===== src/rtl/elevator_scheduler.sv =====
`default_nettype none
// ============================================================================
//  Module      : elevator_scheduler
//  Description : Elevator car sequencing controller. Latches floor requests,
//                picks the travel direction with SCAN (keep going while
//                requests lie ahead), times one-floor travel and door dwell,
//                and drives registered motor/door outputs. Floor position is
//                tracked internally by counting completed travel intervals.
//  Ports       : clock      - system clock, rising edge
//                reset      - asynchronous active-low reset
//                req_btn    - merged hall/car request buttons (level)
//                door_block - door obstruction, holds the doors open
//                floor      - current floor index
//                motor_up   - car moving up
//                motor_down - car moving down
//                door_open  - doors open
//                pending    - latched outstanding requests
//                dir_up     - direction preference (1 = up)
//                busy       - controller not idle
//  Revision    : 1.0 - initial release
// ============================================================================
module elevator_scheduler #(
    parameter int N_FLOORS      = 4,
    parameter int FLOOR_W       = 2,
    parameter int TRAVEL_CYCLES = 8,
    parameter int DOOR_CYCLES   = 16
) (
    input  logic                clock,
    input  logic                reset,
    input  logic [N_FLOORS-1:0] req_btn,
    input  logic                door_block,
    output logic [FLOOR_W-1:0]  floor,
    output logic                motor_up,
    output logic                motor_down,
    output logic                door_open,
    output logic [N_FLOORS-1:0] pending,
    output logic                dir_up,
    output logic                busy
);

    localparam int TRAV_W = (TRAVEL_CYCLES > 1) ? $clog2(TRAVEL_CYCLES) : 1;
    localparam int DOOR_W = (DOOR_CYCLES > 1) ? $clog2(DOOR_CYCLES) : 1;

    localparam logic [TRAV_W-1:0]  TRAV_LAST = TRAV_W'(TRAVEL_CYCLES - 1);
    localparam logic [DOOR_W-1:0]  DOOR_LAST = DOOR_W'(DOOR_CYCLES - 1);
    localparam logic [FLOOR_W-1:0] FLOOR_TOP = FLOOR_W'(N_FLOORS - 1);
    localparam logic [FLOOR_W-1:0] FLOOR_ONE = FLOOR_W'(1);

    // One-hot state encoding; anything else is illegal and recovers to IDLE.
    localparam logic [3:0] S_IDLE = 4'b0001;
    localparam logic [3:0] S_UP   = 4'b0010;
    localparam logic [3:0] S_DOWN = 4'b0100;
    localparam logic [3:0] S_DOOR = 4'b1000;

    logic [3:0]          state_q,      state_d;
    logic [FLOOR_W-1:0]  floor_q,      floor_d;
    logic [N_FLOORS-1:0] pending_q,    pending_d;
    logic                dir_up_q,     dir_up_d;
    logic [TRAV_W-1:0]   travel_cnt_q, travel_cnt_d;
    logic [DOOR_W-1:0]   door_cnt_q,   door_cnt_d;
    logic                motor_up_q,   motor_up_d;
    logic                motor_down_q, motor_down_d;
    logic                door_open_q,  door_open_d;
    logic                busy_q,       busy_d;

    // Any request strictly above floor f.
    function automatic logic any_above(input logic [N_FLOORS-1:0] p,
                                       input logic [FLOOR_W-1:0]  f);
        logic r;
        r = 1'b0;
        for (int i = 0; i < N_FLOORS; i++) begin
            if (i > int'(f)) r = r | p[i];
        end
        return r;
    endfunction

    // Any request strictly below floor f.
    function automatic logic any_below(input logic [N_FLOORS-1:0] p,
                                       input logic [FLOOR_W-1:0]  f);
        logic r;
        r = 1'b0;
        for (int i = 0; i < N_FLOORS; i++) begin
            if (i < int'(f)) r = r | p[i];
        end
        return r;
    endfunction

    // ------------------------------------------------------------------
    // State register
    // ------------------------------------------------------------------
    always_ff @(posedge clock or negedge reset) begin
        if (!reset) begin
            state_q      <= S_IDLE;
            floor_q      <= '0;
            pending_q    <= '0;
            dir_up_q     <= 1'b1;
            travel_cnt_q <= '0;
            door_cnt_q   <= '0;
            motor_up_q   <= 1'b0;
            motor_down_q <= 1'b0;
            door_open_q  <= 1'b0;
            busy_q       <= 1'b0;
        end else begin
            state_q      <= state_d;
            floor_q      <= floor_d;
            pending_q    <= pending_d;
            dir_up_q     <= dir_up_d;
            travel_cnt_q <= travel_cnt_d;
            door_cnt_q   <= door_cnt_d;
            motor_up_q   <= motor_up_d;
            motor_down_q <= motor_down_d;
            door_open_q  <= door_open_d;
            busy_q       <= busy_d;
        end
    end

    // ------------------------------------------------------------------
    // Next-state and datapath
    // ------------------------------------------------------------------
    always_comb begin
        logic                w_above;
        logic                w_below;
        logic                w_hold;
        logic                w_arrive;
        logic [FLOOR_W-1:0]  w_nf;

        state_d      = state_q;
        floor_d      = floor_q;
        dir_up_d     = dir_up_q;
        travel_cnt_d = travel_cnt_q + TRAV_W'(1);
        door_cnt_d   = '0;
        w_nf         = floor_q;

        // Direction decisions use registered requests only; a button seen
        // this edge influences the next decision.
        w_above  = any_above(pending_q, floor_q);
        w_below  = any_below(pending_q, floor_q);
        w_hold   = door_block | req_btn[floor_q];
        w_arrive = (travel_cnt_q == TRAV_LAST);

        case (state_q)
            S_IDLE: begin
                travel_cnt_d = '0;
                if (pending_q[floor_q]) begin
                    state_d = S_DOOR;
                end else if (w_above && (dir_up_q || !w_below)) begin
                    state_d  = S_UP;
                    dir_up_d = 1'b1;
                end else if (w_below) begin
                    state_d  = S_DOWN;
                    dir_up_d = 1'b0;
                end
            end
            S_UP: begin
                if (floor_q == FLOOR_TOP) begin
                    state_d      = S_IDLE;
                    travel_cnt_d = '0;
                end else if (w_arrive) begin
                    w_nf         = floor_q + FLOOR_ONE;
                    floor_d      = w_nf;
                    travel_cnt_d = '0;
                    if (pending_q[w_nf])                  state_d = S_DOOR;
                    else if (!any_above(pending_q, w_nf)) state_d = S_IDLE;
                end
            end
            S_DOWN: begin
                if (floor_q == '0) begin
                    state_d      = S_IDLE;
                    travel_cnt_d = '0;
                end else if (w_arrive) begin
                    w_nf         = floor_q - FLOOR_ONE;
                    floor_d      = w_nf;
                    travel_cnt_d = '0;
                    if (pending_q[w_nf])                  state_d = S_DOOR;
                    else if (!any_below(pending_q, w_nf)) state_d = S_IDLE;
                end
            end
            S_DOOR: begin
                travel_cnt_d = '0;
                if (w_hold) begin
                    door_cnt_d = '0;
                end else if (door_cnt_q == DOOR_LAST) begin
                    state_d = S_IDLE;
                end else begin
                    door_cnt_d = door_cnt_q + DOOR_W'(1);
                end
            end
            default: begin
                state_d      = S_IDLE;
                travel_cnt_d = '0;
            end
        endcase

        // The floor being served (now, or from this edge on) never keeps a
        // request: pressing its button only extends the dwell.
        pending_d = pending_q | req_btn;
        if ((state_q == S_DOOR) || (state_d == S_DOOR)) begin
            pending_d[floor_d] = 1'b0;
        end
    end

    // ------------------------------------------------------------------
    // Output decode (registered from the next state)
    // ------------------------------------------------------------------
    always_comb begin
        motor_up_d   = (state_d == S_UP);
        motor_down_d = (state_d == S_DOWN);
        door_open_d  = (state_d == S_DOOR);
        busy_d       = (state_d != S_IDLE);
    end

    assign floor      = floor_q;
    assign motor_up   = motor_up_q;
    assign motor_down = motor_down_q;
    assign door_open  = door_open_q;
    assign pending    = pending_q;
    assign dir_up     = dir_up_q;
    assign busy       = busy_q;

endmodule
`default_nettype wire


===== config.mk =====
export PLATFORM = sky130hd
export DESIGN_NAME = elevator_scheduler
export DESIGN_NICKNAME = d
export VERILOG_FILES = /design/src/rtl/elevator_scheduler.sv
export SDC_FILE = /design/constraint.sdc
export NUM_CORES = 1
export LEC_CHECK = 0
export ABC_AREA = 0
export CAP_MARGIN = 20
export CORE_MARGIN = 5
export CORE_UTILIZATION = 49
export DETAILED_ROUTE_END_ITERATION = 6
export PLACE_DENSITY = 0.75
export SLEW_MARGIN = 20
export SYNTH_ARGS = -nofsm -noshare
export SYNTH_HDL_FRONTEND = slang
export SYNTH_SLANG_ARGS = --single-unit

===== constraint.sdc =====
create_clock -name clock -period 2.3 [get_ports clock]
set_input_delay 0.345 -clock clock [delete_from_list [all_inputs] [get_ports clock]]
set_output_delay 0.345 -clock clock [all_outputs]
set_load 0.005 [all_outputs]

## After elaboration in Yosys (flattened, before gate mapping)

Cells that the tools add are included.

| storage, ports and cells | value |
|---|---|
| flip-flop bits (word level) | 22 |
| memories kept | 0 |
| ROM bits | 0 |
| output and inout bits | 11 |
| latch bits | 0 |
| word-level logic and storage cells | 138 |
| input port bits | 7 |
| RAM bits | 0 |

| cells by class | value |
|---|---|
| equality and inequality tests | 11 |
| multiplexer cells | 75 |
| $mul | 0 |
| order comparisons | 17 |
| div/mod/pow operators | 0 |
| reductions and logical operators | 8 |
| add/sub/neg operators | 4 |
| shifts and indexed selects | 0 |
| bitwise logic cells | 13 |

Operators by type and width:

| operator | number |
|---|---|
| 2-to-1 mux 4 bit | 17 |
| 2-to-1 mux 1 bit | 43 |
| one-hot mux 4 bit (4 select lines) | 1 |
| == test 4 bit (second input constant) | 3 |
| < comparator 2 x 3 -> 1 bit (second input constant) | 4 |
| 2-to-1 mux 3 bit | 3 |
| bitwise OR 1 bit | 9 |
| binary-select mux 1 bit (select 2 bit) | 4 |
| == test 4 x 2 -> 1 bit (second input constant) | 2 |
| == test 4 x 3 -> 1 bit (second input constant) | 2 |
| > comparator 2 bit (first input constant) | 4 |
| < comparator 1 x 2 -> 1 bit (first input constant) | 4 |
| 2-to-1 mux 2 bit | 4 |
| one-hot mux 3 bit (2 select lines) | 1 |
| adder 4 x 1 -> 4 bit (second input constant) | 1 |
| AND 4 bit | 1 |
| == test 4 x 1 -> 1 bit (second input constant) | 1 |
| > comparator 1 x 2 -> 1 bit (first input constant) | 2 |
| < comparator 2 bit (first input constant) | 2 |
| inequality test 4 x 1 -> 1 bit (second input constant) | 1 |
| inverter 4 bit | 1 |
| bitwise OR 4 bit | 1 |
| one-hot mux 2 bit (2 select lines) | 1 |
| adder 3 x 1 -> 3 bit (second input constant) | 1 |
| 13 further kinds | 15 |

## Longest topological paths before layout

Gate-level depths: netlist of the first run.

| depth | value |
|---|---|
| depth after elaboration | 27 |
| depth in mapped cells | 9 |
| gate-level depth less buffers | 7 |

## Worst setup path before layout of the first run

OpenSTA, ideal clock, no wires.

| timing path | value |
|---|---|
| path type | reg-to-reg |
| start point | register floor_q[0], in the netlist floor[0] |
| end point | register pending_q[3], in the netlist pending[3] |
| required time | 2.237 ns |
| arrival | 2.358 ns |
| stages on the path, launching flop included | 10 |
| slack | -0.121 ns |
| library setup time | 0.063 ns |
| path buffers | 2 |
| period minus slack after synthesis | 2.421 ns |
| cell sequence | dfrtp_1 buf_4 inv_1 ha_1 clkbuf_2 mux4_2 a32o_1 a211o_2 nand2_1 o22a_2 |

| on the way | value |
|---|---|
| cells in the longest elaborated chain, start to end | 27 |
| elaborated cells between the ends (all ways) | 100 |
| classes of those cells | add/sub (2); order compare (14); eq/ne (2); mux (65); bitwise (11); reduce/logical (6) |

Ends and longest elaborated chain:

| item | RTL line | source |
|---|---|---|
| from (decl) | 56 | `logic [FLOOR_W-1:0] floor_q, floor_d;` |
| from (signal assigned) | 105 | `floor_q <= floor_d;` |
| subtractor 2 x 1 -> 2 bit or adder 2 x 1 -> 2 bit (tied branches) | 171, 159 |  |
| < comparator 1 x 2 -> 1 bit or > comparator 1 x 2 -> 1 bit (tied branches) | 83, 72 |  |
| 2-to-1 mux 1 bit, on equally long branches | 83, 72 |  |
| 2-to-1 mux 1 bit, on equally long branches | 174, 162 |  |
| 2-to-1 mux 1 bit, on equally long branches | 170, 158 |  |
| 2-to-1 mux 1 bit, on equally long branches | 167, 155 |  |
| 2-to-1 mux 1 bit | 141 | `case (state_q)` |
| bitwise OR 1 bit, on equally long branches | 83, 72 |  |
| (+12 left out) | n/a |  |
| 2-to-1 mux 4 bit, on equally long branches | 174, 162 |  |
| 2-to-1 mux 4 bit, on equally long branches | 170, 158 |  |
| 2-to-1 mux 4 bit, on equally long branches | 167, 155 |  |
| one-hot mux 4 bit (4 select lines) | 141 |  |
| == test 4 bit | 197 | `if ((state_q == S_DOOR) \|\| (state_d == S_DOOR)) begin` |
| logical OR 1 bit | 197 |  |
| 2-to-1 mux 4 bit (*) | 197 |  |
| named net pending_d[3] | 57 | `logic [N_FLOORS-1:0] pending_q, pending_d;` |
| to (signal assigned) | 106 | `pending_q <= pending_d;` |
| to (decl) | 57 |  |

Mark *: on every way through the listed nets, which the timed path passes. The rest lies on a longest branch. The select of a mux whose other input is x is not followed.
A chain may end at the register's enable or synchronous reset.

## Final worst setup path of the first run

| timing path | value |
|---|---|
| start point | register floor_q[0], in the netlist floor[0] |
| end point | register pending_q[1], in the netlist pending[1] |

The elaborated chain is that of the path after synthesis.

==> results by group, run 1 <==
Critical path
  • Arr. time, crit path: about 2.4 ns
  • Critical path class: register to register
  • Reg2reg start: floor[0]
  • Max stage delay on crit path: 0.54 ns
  • Slowest CP cell: mux4_2
  • Worst-path fanout max: 7
  • CP delay by family, top: compound AO/OA/AOI/OAI gates
  • CP Launch Type: register
  • Critical Path Sink Type: register
  • Crit path buf inv count: 1
  • Crit-path cells: inv_2, ha_4, mux4_2, a32o_2, a211o_2, a31oi_1
  • Reg2reg path depth: 6
  • Req. time, crit path: approximately 2.5 ns
  • Reg-to-reg slack, setup: 0.1 ns
  • Reg2reg end: pending[1]

GRT
  • Congestion Overflow GR: 0
  • First-pass GRT wire length: around 5.7 mm
  • GRT Util Overall: between 10% and 20%
  • Vias in the first global route: approximately 1200
  • Initial antenna violation count: 0
  • Largest net degree at the start of global routing: 23

Timing
  • FMAX: 453.6 MHz
  • RSZ-0062 raised after global routing: false
  • Slew @ Worst Pin: approximately 0.42 ns
  • Endpoints failing hold: 0
  • Worst hold margin: 0.3693 ns
  • Skew final: ~0.0054 ns
  • Setup violators final: 0
  • Final min period: about 2.2 ns
  • Final setup TNS: 0 ns
  • Final Max Slew Viols: 0
  • Crit share post-route: 95.86%
  • Worst setup margin: about 0.095 ns
  • Max-slew headroom: between 70 and 80%

Yosys
  • EDFF count, synth: 0
  • Post-Syn Instances: between 100 and 150
  • Area contributors post-synth: dfrtp_1, ha_1, mux4_2
  • Area share of the largest cell type after synthesis: 34.87%
  • Cell with the most instances after synthesis: dfrtp_1
  • Top post-synthesis cells by count: dfrtp_1, nor2_1, inv_1
  • Syn nets: ~160
  • Top_reg_cell synth: dfrtp_1
  • Mean Syn Cell Area: a little over 10 sq um
  • Yosys top cell by area: dfrtp_1
  • #FFs+latches synth: 22
  • Mapped cell area: ~1400 sq um
  • Ys Warns: 0
  • Asr flop ratio synth: 100.0%
  • Cell variety after synth: 47
  • Sequential share of the synthesized area: 38.54%

Placement
  • DP HPWL: roughly 2.6 mm
  • Gpl congestion: around 0.88
  • Port Buffer Count: 17
  • Dpl ws: around 0.0061 ns

CTS
  • Clock sink total: 22
  • CTS buffer count: 3
  • CTS Buffer Depth: 2
  • TritonCTS clock tree: yes
  • Setup fix buffers added after clock tree synthesis: 0
  • Worst-Skew Late Latency: 0.31 ns
  • Root buffer cell: clkbuf_4
  • Clk slew on worst S/H paths: between 0.1 and 0.15 ns
  • H-tree levels: 1

Layout
  • Fillers: 247
  • Inserted Diodes: 0
  • Layout cells sized above 1: 20.86%
  • Synthesis-to-finish area growth: 21.62%
  • Fin util: between 60% and 70%
  • Nets: 180

Outcome
  • Outcome: finished, final reports clean

Power
  • Leakage: approximately 0.77 nW
  • PnR Total Power: 0.001271 W
  • PD cells: 728.3 nW/um^2
  • VDD IR-drop max: 0.5584 mV

Die
  • Initial Util: between 50% and 60%
  • Die X: 64.12 um
  • Core ar.: ~2800 sq um
  • Row count: 19
  • I/O pins: 18
  • Total die area: roughly 4000 sq um
  • Chip Height: roughly 64 um

Detailed routing
  • Drt pass-1 iters: 4
  • Final WL: 3.344 mm
  • DR DRC count: 0
  • Vias: around 1200
  • Vias/cell: between 6 and 7
  • Initial DRC count: 47
  • Wire per inst: between 15 and 20 um
  • Antenna viol nets, final: 0

Worst hold path
  • Hold WC Path Type: input port to async pin

Job
  • Max Cap Viol: 0
[cells in the final DEF (no fill, tap or decap), types with 2 or more instances in the layout]
cell type	Yosys	final
a21oi_1	6	6
a221o_1	2	2
a221o_2	3	3
a31o_2	2	2
a31oi_1	3	3
and2_1	2	2
and3_1	2	2
buf_4	2	9
clkbuf_4	0	3
clkdlybuf4s50_1	0	17
dfrtp_1	20	18
dfrtp_2	0	2
dfstp_2	2	2
ha_1	9	8
inv_1	10	9
mux4_2	3	3
nand2_1	5	5
nand2b_1	5	5
nor2_1	11	11
nor2b_1	4	4
nor3b_1	5	5
nor4_1	2	2
nor4b_1	2	2
o21ai_0	8	8
or3_1	3	3
xnor2_1	2	2
[sequential cells by signal, indices dropped and copies added (netlist names)]
signal	cells
dir_up	1
travel_cnt_q	3
floor	2
motor_down	1
pending	4
door_cnt_q	4
motor_up	1
state_q	4
door_open	1
busy	1
[layout make-up]
cell class	count	area, sq um	area share [%]
inverters	10	37.54	2.151
clock buffers	3	22.52	1.290
multi-input cells	101	823.3	47.17
well taps	31	38.79	2.222
flip-flops and latches	22	555.5	31.83
clock inverters	1	30.03	1.720
repair buffers	26	237.7	13.62
[routing by layer]
metal  GRT usage [%]  vias to the layer above  wire (um)
li1                -                      570          -
met4           6.107                        0         60
met1           22.37                      571       1553
met5               0                        -          0
met3           2.802                        6         87
met2           29.40                       19       1642
[power by group]
part | internal, W | switching [W] | total, W
clock network | 0.000176 | 0.000122 | 0.000298
logic | 0.000244 | 0.000194 | 0.000438
registers | 0.000455 | 0.0000794 | 0.000535
[what timing repair did]
| action | CTS | global route |
|---|---|---|
| hold buffers | 0 | 0 |
| gates resized for setup | 1 | 1 |
| endpoints found under the setup margin | 1 | 5 |
[logic make-up after synthesis]
logic type	share of synthesized area, %
mux	6.539
buf+inv	5.405
flops	38.54
compound gates	19.27
xor+xnor	1.831
simple gates	20.58
fa+ha+maj	7.847
[worst reg2reg max path, cell delays in order, from the launching register on]
cell,delay (ns)
dfrtp_2,0.43
inv_2,0.07
ha_4,0.31
mux4_2,0.54
a32o_2,0.32
a211o_2,0.29
a31oi_1,0.18
[stage by stage]
stage	cell area [sq um]	std cells
floorplan	1463	139
global placement	1687	190
detailed placement	1687	190
CTS	1744	194
global route	1745	194
finish	1745	194
[worst max path at each step]
stage | start | slack (ns) | depth (start not counted) | to
finish | floor[0] | 0.1 | 6 | pending[1]
global placement | floor[0] | 0.13 | 7 | pending[0]
CTS | floor[0] | 0.04 | 6 | pending[1]
global route | floor[0] | 0.01 | 6 | pending[1]
floorplan | floor[0] | -0.02 | 9 | motor_down
detailed placement | floor[0] | 0.006 | 7 | pending[0]
Note: power is estimated with default switching activity, not from simulation.
==> run 2: changes to the inputs <==
Settings changed: CORE_ASPECT_RATIO from default to 0.75.
==> run 2 against run 1 <==
Net effect:
- total power grew 2.2%
- die area grew 0.27%
- maximum frequency shrank 1.1%
- clock skew grew 0.0034 ns
- largest power group unchanged
- highest routed layer unchanged
==> results by group, run 2 (synthesis results as in run 1) <==
Die
  • Die X: 72.49 um (+13%)
  • Initial Util: 49.98% (-1.6 points)
  • Chip Height: 56.87 um (-11%)
  • I/O pins: 18 (unchanged)
  • Total die area: 4123 sq um (+0.27%)
  • Row count: 17 (-2)
  • Core ar.: 2872 sq um (+3.2%)

Detailed routing
  • Initial DRC count: 80 (+70%)
  • Antenna viol nets, final: 0 (unchanged)
  • Vias: 1219 (+4.5%)
  • Wire per inst: 16.09 um (-6.6%)
  • Vias/cell: 6.035 (+0.41%)
  • DR DRC count: 0 (unchanged)
  • Drt pass-1 iters: 4 (unchanged)
  • Final WL: 3.251 mm (-2.8%)

Power
  • Part of the power in the clock network: 27.5% (+4.0 points)
  • PnR Total Power: 0.001300 W (+2.2%)
  • Net Sw Power: 0.0003882 W (-1.8%)
  • PD cells: 732.0 nW/um^2 (+0.50%)
  • Cell internal pwr: 0.0009114 W (+4.1%)
  • Switch share: 29.87% (-1.2 points)
  • Leakage: 0.7841 nW (+2.2%)
  • VDD IR-drop max: 0.3966 mV (-29%)
  • Comb power frac: 30.9% (-3.6 points)
  • Power share of the sequential group: 41.6% (-0.5 points)

Timing
  • Endpoints failing hold: 0 (unchanged)
  • FMAX: 448.5 MHz (-1.1%)
  • RSZ-0062 raised after global routing: false
  • Setup violators final: 0 (unchanged)
  • Crit share post-route: 96.93% (+1.1 points)
  • Final min period: 2.229 ns (+0.02476 ns)
  • Skew final: 0.008760 ns (+0.003387 ns)
  • Final setup TNS: 0 ns (unchanged)
  • Final Max Slew Viols: 0 (unchanged)
  • Worst setup margin: 0.07055 ns (-0.02476 ns)
  • Slew @ Worst Pin: 0.5442 ns (+0.1256 ns)
  • Max-slew headroom: 63.21% (-8.7 points)

GRT
  • Largest net degree at the start of global routing: 23 (unchanged)
  • GRT busiest layer: met2
  • Vias in the first global route: 1221 (+0.16%)
  • GRT Util Overall: 16.84% (-0.51 points)
  • Initial antenna violation count: 0 (unchanged)
  • Congestion Overflow GR: 0 (unchanged)
  • First-pass GRT wire length: 5.540 mm (-2.8%)
  • GR Layer Usage met2: 27.11% (-2.3 points)
  • Met3 usage: 4.472% (+1.7 points)
  • GR Layer Usage met1: 22.99% (+0.62 points)

Layout
  • Inserted Diodes: 0 (unchanged)
  • Fillers: 246 (-0.40%)
  • Fin util: 61.83% (-0.92 points)
  • Most frequent cells in the layout: dfrtp_1, clkdlybuf4s50_1, nor2_1
  • Finished Layout Cells: 202 (+4.1%)
  • Commonest non-fill, non-tap cell in the layout: dfrtp_1
  • Nets: 181 (+0.56%)
  • Synthesis-to-finish area growth: 23.71%
  • Layout cells sized above 1: 21.34% (+0.48 points)

Critical path
  • Critical Path Sink Type: register
  • Arr. time, crit path: 2.37 ns (-0.07 ns)
  • Req. time, crit path: 2.44 ns (-0.10 ns)
  • Crit. Startpoint: state_q[1]
  • Worst-path fanout max: 12 (+5)
  • CP Launch Type: register
  • Reg2reg start: state_q[1]
  • Critical path class: register to register

CTS
  • Root buffer cell: clkbuf_8
  • TritonCTS clock tree: yes
  • CTS buffer count: 3 (unchanged)
  • H-tree levels: 1 (unchanged)
  • Worst-Skew Late Latency: 0.27 ns (-0.04 ns)
  • Clk slew on worst S/H paths: 0.08 ns (-0.05 ns)
  • Clock sink total: 22 (unchanged)
  • CTS Hold Bufs: 0 (unchanged)
  • CTS Buffer Depth: 2 (unchanged)

Placement
  • Port Buffer Count: 17 (unchanged)
  • Dpl ws: 0.03164 ns (+0.02557 ns)
  • DP HPWL: 2.523 mm (-1.6%)
  • Placed Cells: 196 (+3.2%)
  • Gpl congestion: 0.8763 (-0.35%)

Worst hold path
  • Hold WC Path Type: input port to async pin

Outcome
  • Outcome: finished, final reports clean

Job
  • Max Cap Viol: 0 (unchanged)
==> run 2: cell types whose count changed in the layout (fill, tap and decap cells not counted), sizes merged <==
cell / previous run / this run
buf: 9 / 10
==> run 2: critical path: stages, from the launching register on <==
cell and delay [ns]:
dfrtp_1 0.49, or4b_4 0.59, nor3_4 0.25, a311oi_1 0.08
a211o_1 0.33, o32a_1 0.36
==> run 2: final timing paths <==
path / end / cells past startpoint / slack (ns)
min in group clock: travel_cnt_q[0] / 1 / 0.46
worst max register to register: pending[2] / 5 / 0.07
worst min-delay path: state_q[1] / 2 / 0.42
worst max-delay path: pending[2] / 5 / 0.07
worst min register to register: travel_cnt_q[0] / 1 / 0.46
max in group asynchronous: state_q[0] / 2 / 1.60
==> run 2: metrics by stage <==
stage | hold WS (ns) | area (sq um)
after CTS | 0.4371 | 1759
after detailed placement | 0.4530 | 1688
after global placement | 0.4266 | 1688
final | 0.4217 | 1775
after global routing | 0.4689 | 1775
after floorplan | 0.04941 | 1463
==> run 2: metal layers <==
metal | up-vias | wire length [um]
met5 | - | 0
met3 | 4 | 203
met4 | 0 | 29
li1 | 572 | -
met1 | 598 | 1509
met2 | 45 | 1508
==> run 2: what timing repair did <==
action                                  4_1_cts  5_1_grt
hold endpoints to repair                      0        0
resized for setup                             0        2
endpoints found under the setup margin        0        5
setup buffers                                 0        2
==> run 2: cell type report <==
type	count	area [sq um]	area share, %
flip-flops and latches	22	554.3	31.22
repair buffers	27	245.2	13.81
multi-input cells	101	819.5	46.16
inverters	10	37.54	2.114
well taps	38	47.55	2.678
clock inverters	1	30.03	1.691
clock buffers	3	41.29	2.326
==> run 2: power groups by stage <==
stage | clock [W] | combinational (W) | sequential (W)
final | 0.000358 | 0.000402 | 0.000540
after global routing | 0.000375 | 0.000443 | 0.000551
after CTS | 0.000364 | 0.000398 | 0.000537
after detailed placement | 0 | 0.000395 | 0.000545
after global placement | 0 | 0.000388 | 0.000540
after floorplan | 0 | 0.000296 | 0.000502
==> run 3: changes to the inputs <==
Settings changed: CORE_ASPECT_RATIO 0.75 to default, CORE_UTILIZATION 49 to 56, DONT_BUFFER_PORTS from default to 1, PLACE_DENSITY 0.75 to 0.74.
==> run 3 against run 2 <==
Net effect:
- critical path depth increased by 2
- count of clock-buffer cells in the layout unchanged
- wire length rose by 4.5%
- first-iteration DRC count fell by 25%
- critical path type unchanged
- largest cell class unchanged
- highest routed layer unchanged
==> results by group, run 3 (synthesis results as in run 1) <==
Outcome
  • Outcome: finished, final reports clean

Layout
  • Fin util: 64.78% (+3.0 points)
  • Synthesis-to-finish area growth: 10.81%
  • Nets: 163 (-9.9%)
  • Commonest non-fill, non-tap cell in the layout: dfrtp_1
  • Most frequent cells in the layout: dfrtp_1, nor2_1, inv_1
  • Finished Layout Cells: 176 (-13%)
  • Layout cells sized above 1: 23.97% (+2.6 points)
  • Inserted Diodes: 0 (unchanged)

Timing
  • FMAX: 462.4 MHz (+3.1%)
  • Endpoints failing hold: 0 (unchanged)
  • Crit share post-route: 94.03% (-2.9 points)
  • Skew final: 0.009557 ns (+0.0007970 ns)
  • RSZ-0062 raised after global routing: false
  • Final setup TNS: 0 ns (unchanged)
  • Setup violators final: 0 (unchanged)
  • Final min period: 2.163 ns (-0.06675 ns)
  • Max-slew headroom: 35.01% (-28 points)
  • Final Max Slew Viols: 0 (unchanged)
  • Slew @ Worst Pin: 0.9716 ns (+0.4274 ns)

Detailed routing
  • Vias: 1182 (-3.0%)
  • Initial DRC count: 60 (-25%)
  • Wire per inst: 19.30 um (+20%)
  • Drt pass-1 iters: 4 (unchanged)
  • Final WL: 3.396 mm (+4.5%)
  • Antenna viol nets, final: 0 (unchanged)
  • Vias/cell: 6.716 (+11%)
  • DR DRC count: 0 (unchanged)

Critical path
  • Req. time, crit path: 2.58 ns (+0.14 ns)
  • Crit-path cells: inv_1, ha_4, mux4_2, a32o_2, a211o_2, nand2_1, o22a_2
  • Reg2reg end: pending[3]
  • Reg2reg path depth: 7 (+2)
  • CP Launch Type: register
  • Critical Path Sink Type: register
  • Slowest CP cell: mux4_2
  • Worst setup endpoint: pending[3]
  • Critical path class: register to register
  • Reg2reg start: floor[1]
  • Max stage delay on crit path: 0.54 ns (-0.05 ns)
  • Reg-to-reg slack, setup: 0.14 ns (+0.07 ns)
  • Crit. Startpoint: floor[1]
  • Worst-path fanout max: 7 (-5)
  • Arr. time, crit path: 2.44 ns (+0.07 ns)

Placement
  • DP HPWL: 2.404 mm (-4.7%)
  • Port Buffer Count: 0 (-17)
  • Placed Cells: 169 (-14%)
  • Gpl congestion: 0.7937 (-9.4%)

Power
  • Cell internal pwr: 0.0008059 W (-12%)
  • Switch share: 33.26% (+3.4 points)
  • VDD IR-drop max: 0.5723 mV (+44%)
  • Comb power frac: 29.1% (-1.8 points)
  • Power share of the sequential group: 45.0% (+3.4 points)
  • Leakage: 0.7122 nW (-9.2%)
  • Net Sw Power: 0.0004015 W (+3.4%)
  • PnR Total Power: 0.001207 W (-7.1%)
  • Part of the power in the clock network: 25.9% (-1.6 points)
  • PD cells: 759.2 nW/um^2 (+3.7%)

CTS
  • CTS Buffer Depth: 2 (unchanged)
  • Clock sink total: 22 (unchanged)
  • Clk slew on worst S/H paths: 0.14 ns (+0.06 ns)
  • TritonCTS clock tree: yes
  • Root buffer cell: clkbuf_4
  • H-tree levels: 1 (unchanged)
  • Worst-Skew Late Latency: 0.33 ns (+0.06 ns)
  • CTS buffer count: 3 (unchanged)

GRT
  • Vias in the first global route: 1161 (-4.9%)
  • First-pass GRT wire length: 5.382 mm (-2.9%)
  • Initial antenna violation count: 0 (unchanged)
  • GRT Util Overall: 19.57% (+2.7 points)
  • Congestion Overflow GR: 0 (unchanged)
  • Largest net degree at the start of global routing: 23 (unchanged)

Worst hold path
  • WHS Path Cells: 1
  • Hold WC Path Type: input port to register

Die
  • Total die area: 3675 sq um (-11%)
  • Initial Util: 58.46% (+8.5 points)
  • Row count: 18 (+1)
  • Core ar.: 2455 sq um (-15%)
  • I/O pins: 18 (unchanged)
  • Die X: 60.63 um (-16%)
  • Chip Height: 60.63 um (+6.6%)

Job
  • Max Cap Viol: 0 (unchanged)
[run 3: cell count changes in the layout (fill, tap and decap cells not counted), moves of 2 or more]
cell,change
clkdlybuf4s50_1,-17
buf_4,-2
clkbuf_8,-3
clkbuf_4,+3
[run 3: what timing repair did]
item                                   CTS  global route
resized for setup                        0             4
buffers inserted                         0             2
endpoints found under the hold margin   22             0
hold buffers                             1             0
setup endpoints to repair                0             5
[run 3: worst min path at each step]
stage	startpoint	slack, ns	to
after floorplan	reset	0.05	busy
after global placement	reset	0.05	door_open
after detailed placement	reset	0.05	door_open
after CTS	req_btn[3]	0.15	pending[3]
after global routing	req_btn[3]	0.14	pending[3]
final	req_btn[3]	0.14	pending[3]
[run 3: worst max-delay path: cells and delay by family, from the launching register on]
family	cells	cell delay [ns]
DFF	1	0.38
muxes	1	0.54
AOI/OAI and AO/OA	3	0.72
adders and majority gates	1	0.32
and+or+nand+nor	1	0.07
buffers and inverters	1	0.09
[run 3: layout make-up]
cell class                 instances  area, sq um
timing repair buffer               9        70.07
clock buffer                       3        22.52
clock inverter                     1        30.03
inverter                          10        37.54
tap                               30        37.54
multi-input combinational        101        837.1
sequential                        22        555.5
fill                             182        864.6
[run 3: power by group through the flow]
| stage | logic [W] | registers (W) | clock network (W) |
|---|---|---|---|
| 5_1_grt | 0.000386 | 0.000556 | 0.000327 |
| 6_report | 0.000352 | 0.000543 | 0.000312 |
| 3_5_place_dp | 0.000330 | 0.000546 | 0 |
| 4_1_cts | 0.000341 | 0.000538 | 0.000312 |
| 2_1_floorplan | 0.000296 | 0.000502 | 0 |
| 3_3_place_gp | 0.000315 | 0.000543 | 0 |
[run 3: stage by stage]
stage	instance area (sq um)	hold WS [ns]	setup slack (ns)
after global routing	1590	0.1367	0.001888
final	1590	0.1442	0.1373
after global placement	1493	0.05002	0.1993
after CTS	1555	0.1519	0.09678
after detailed placement	1493	0.05007	0.1310
after floorplan	1463	0.04941	-0.01779
[run 3: metal layers]
layer | wire length, um | track usage, %
met5 | 0 | 0
met4 | 86 | 7.121
met3 | 262 | 5.532
met2 | 1671 | 32.67
met1 | 1375 | 24.19
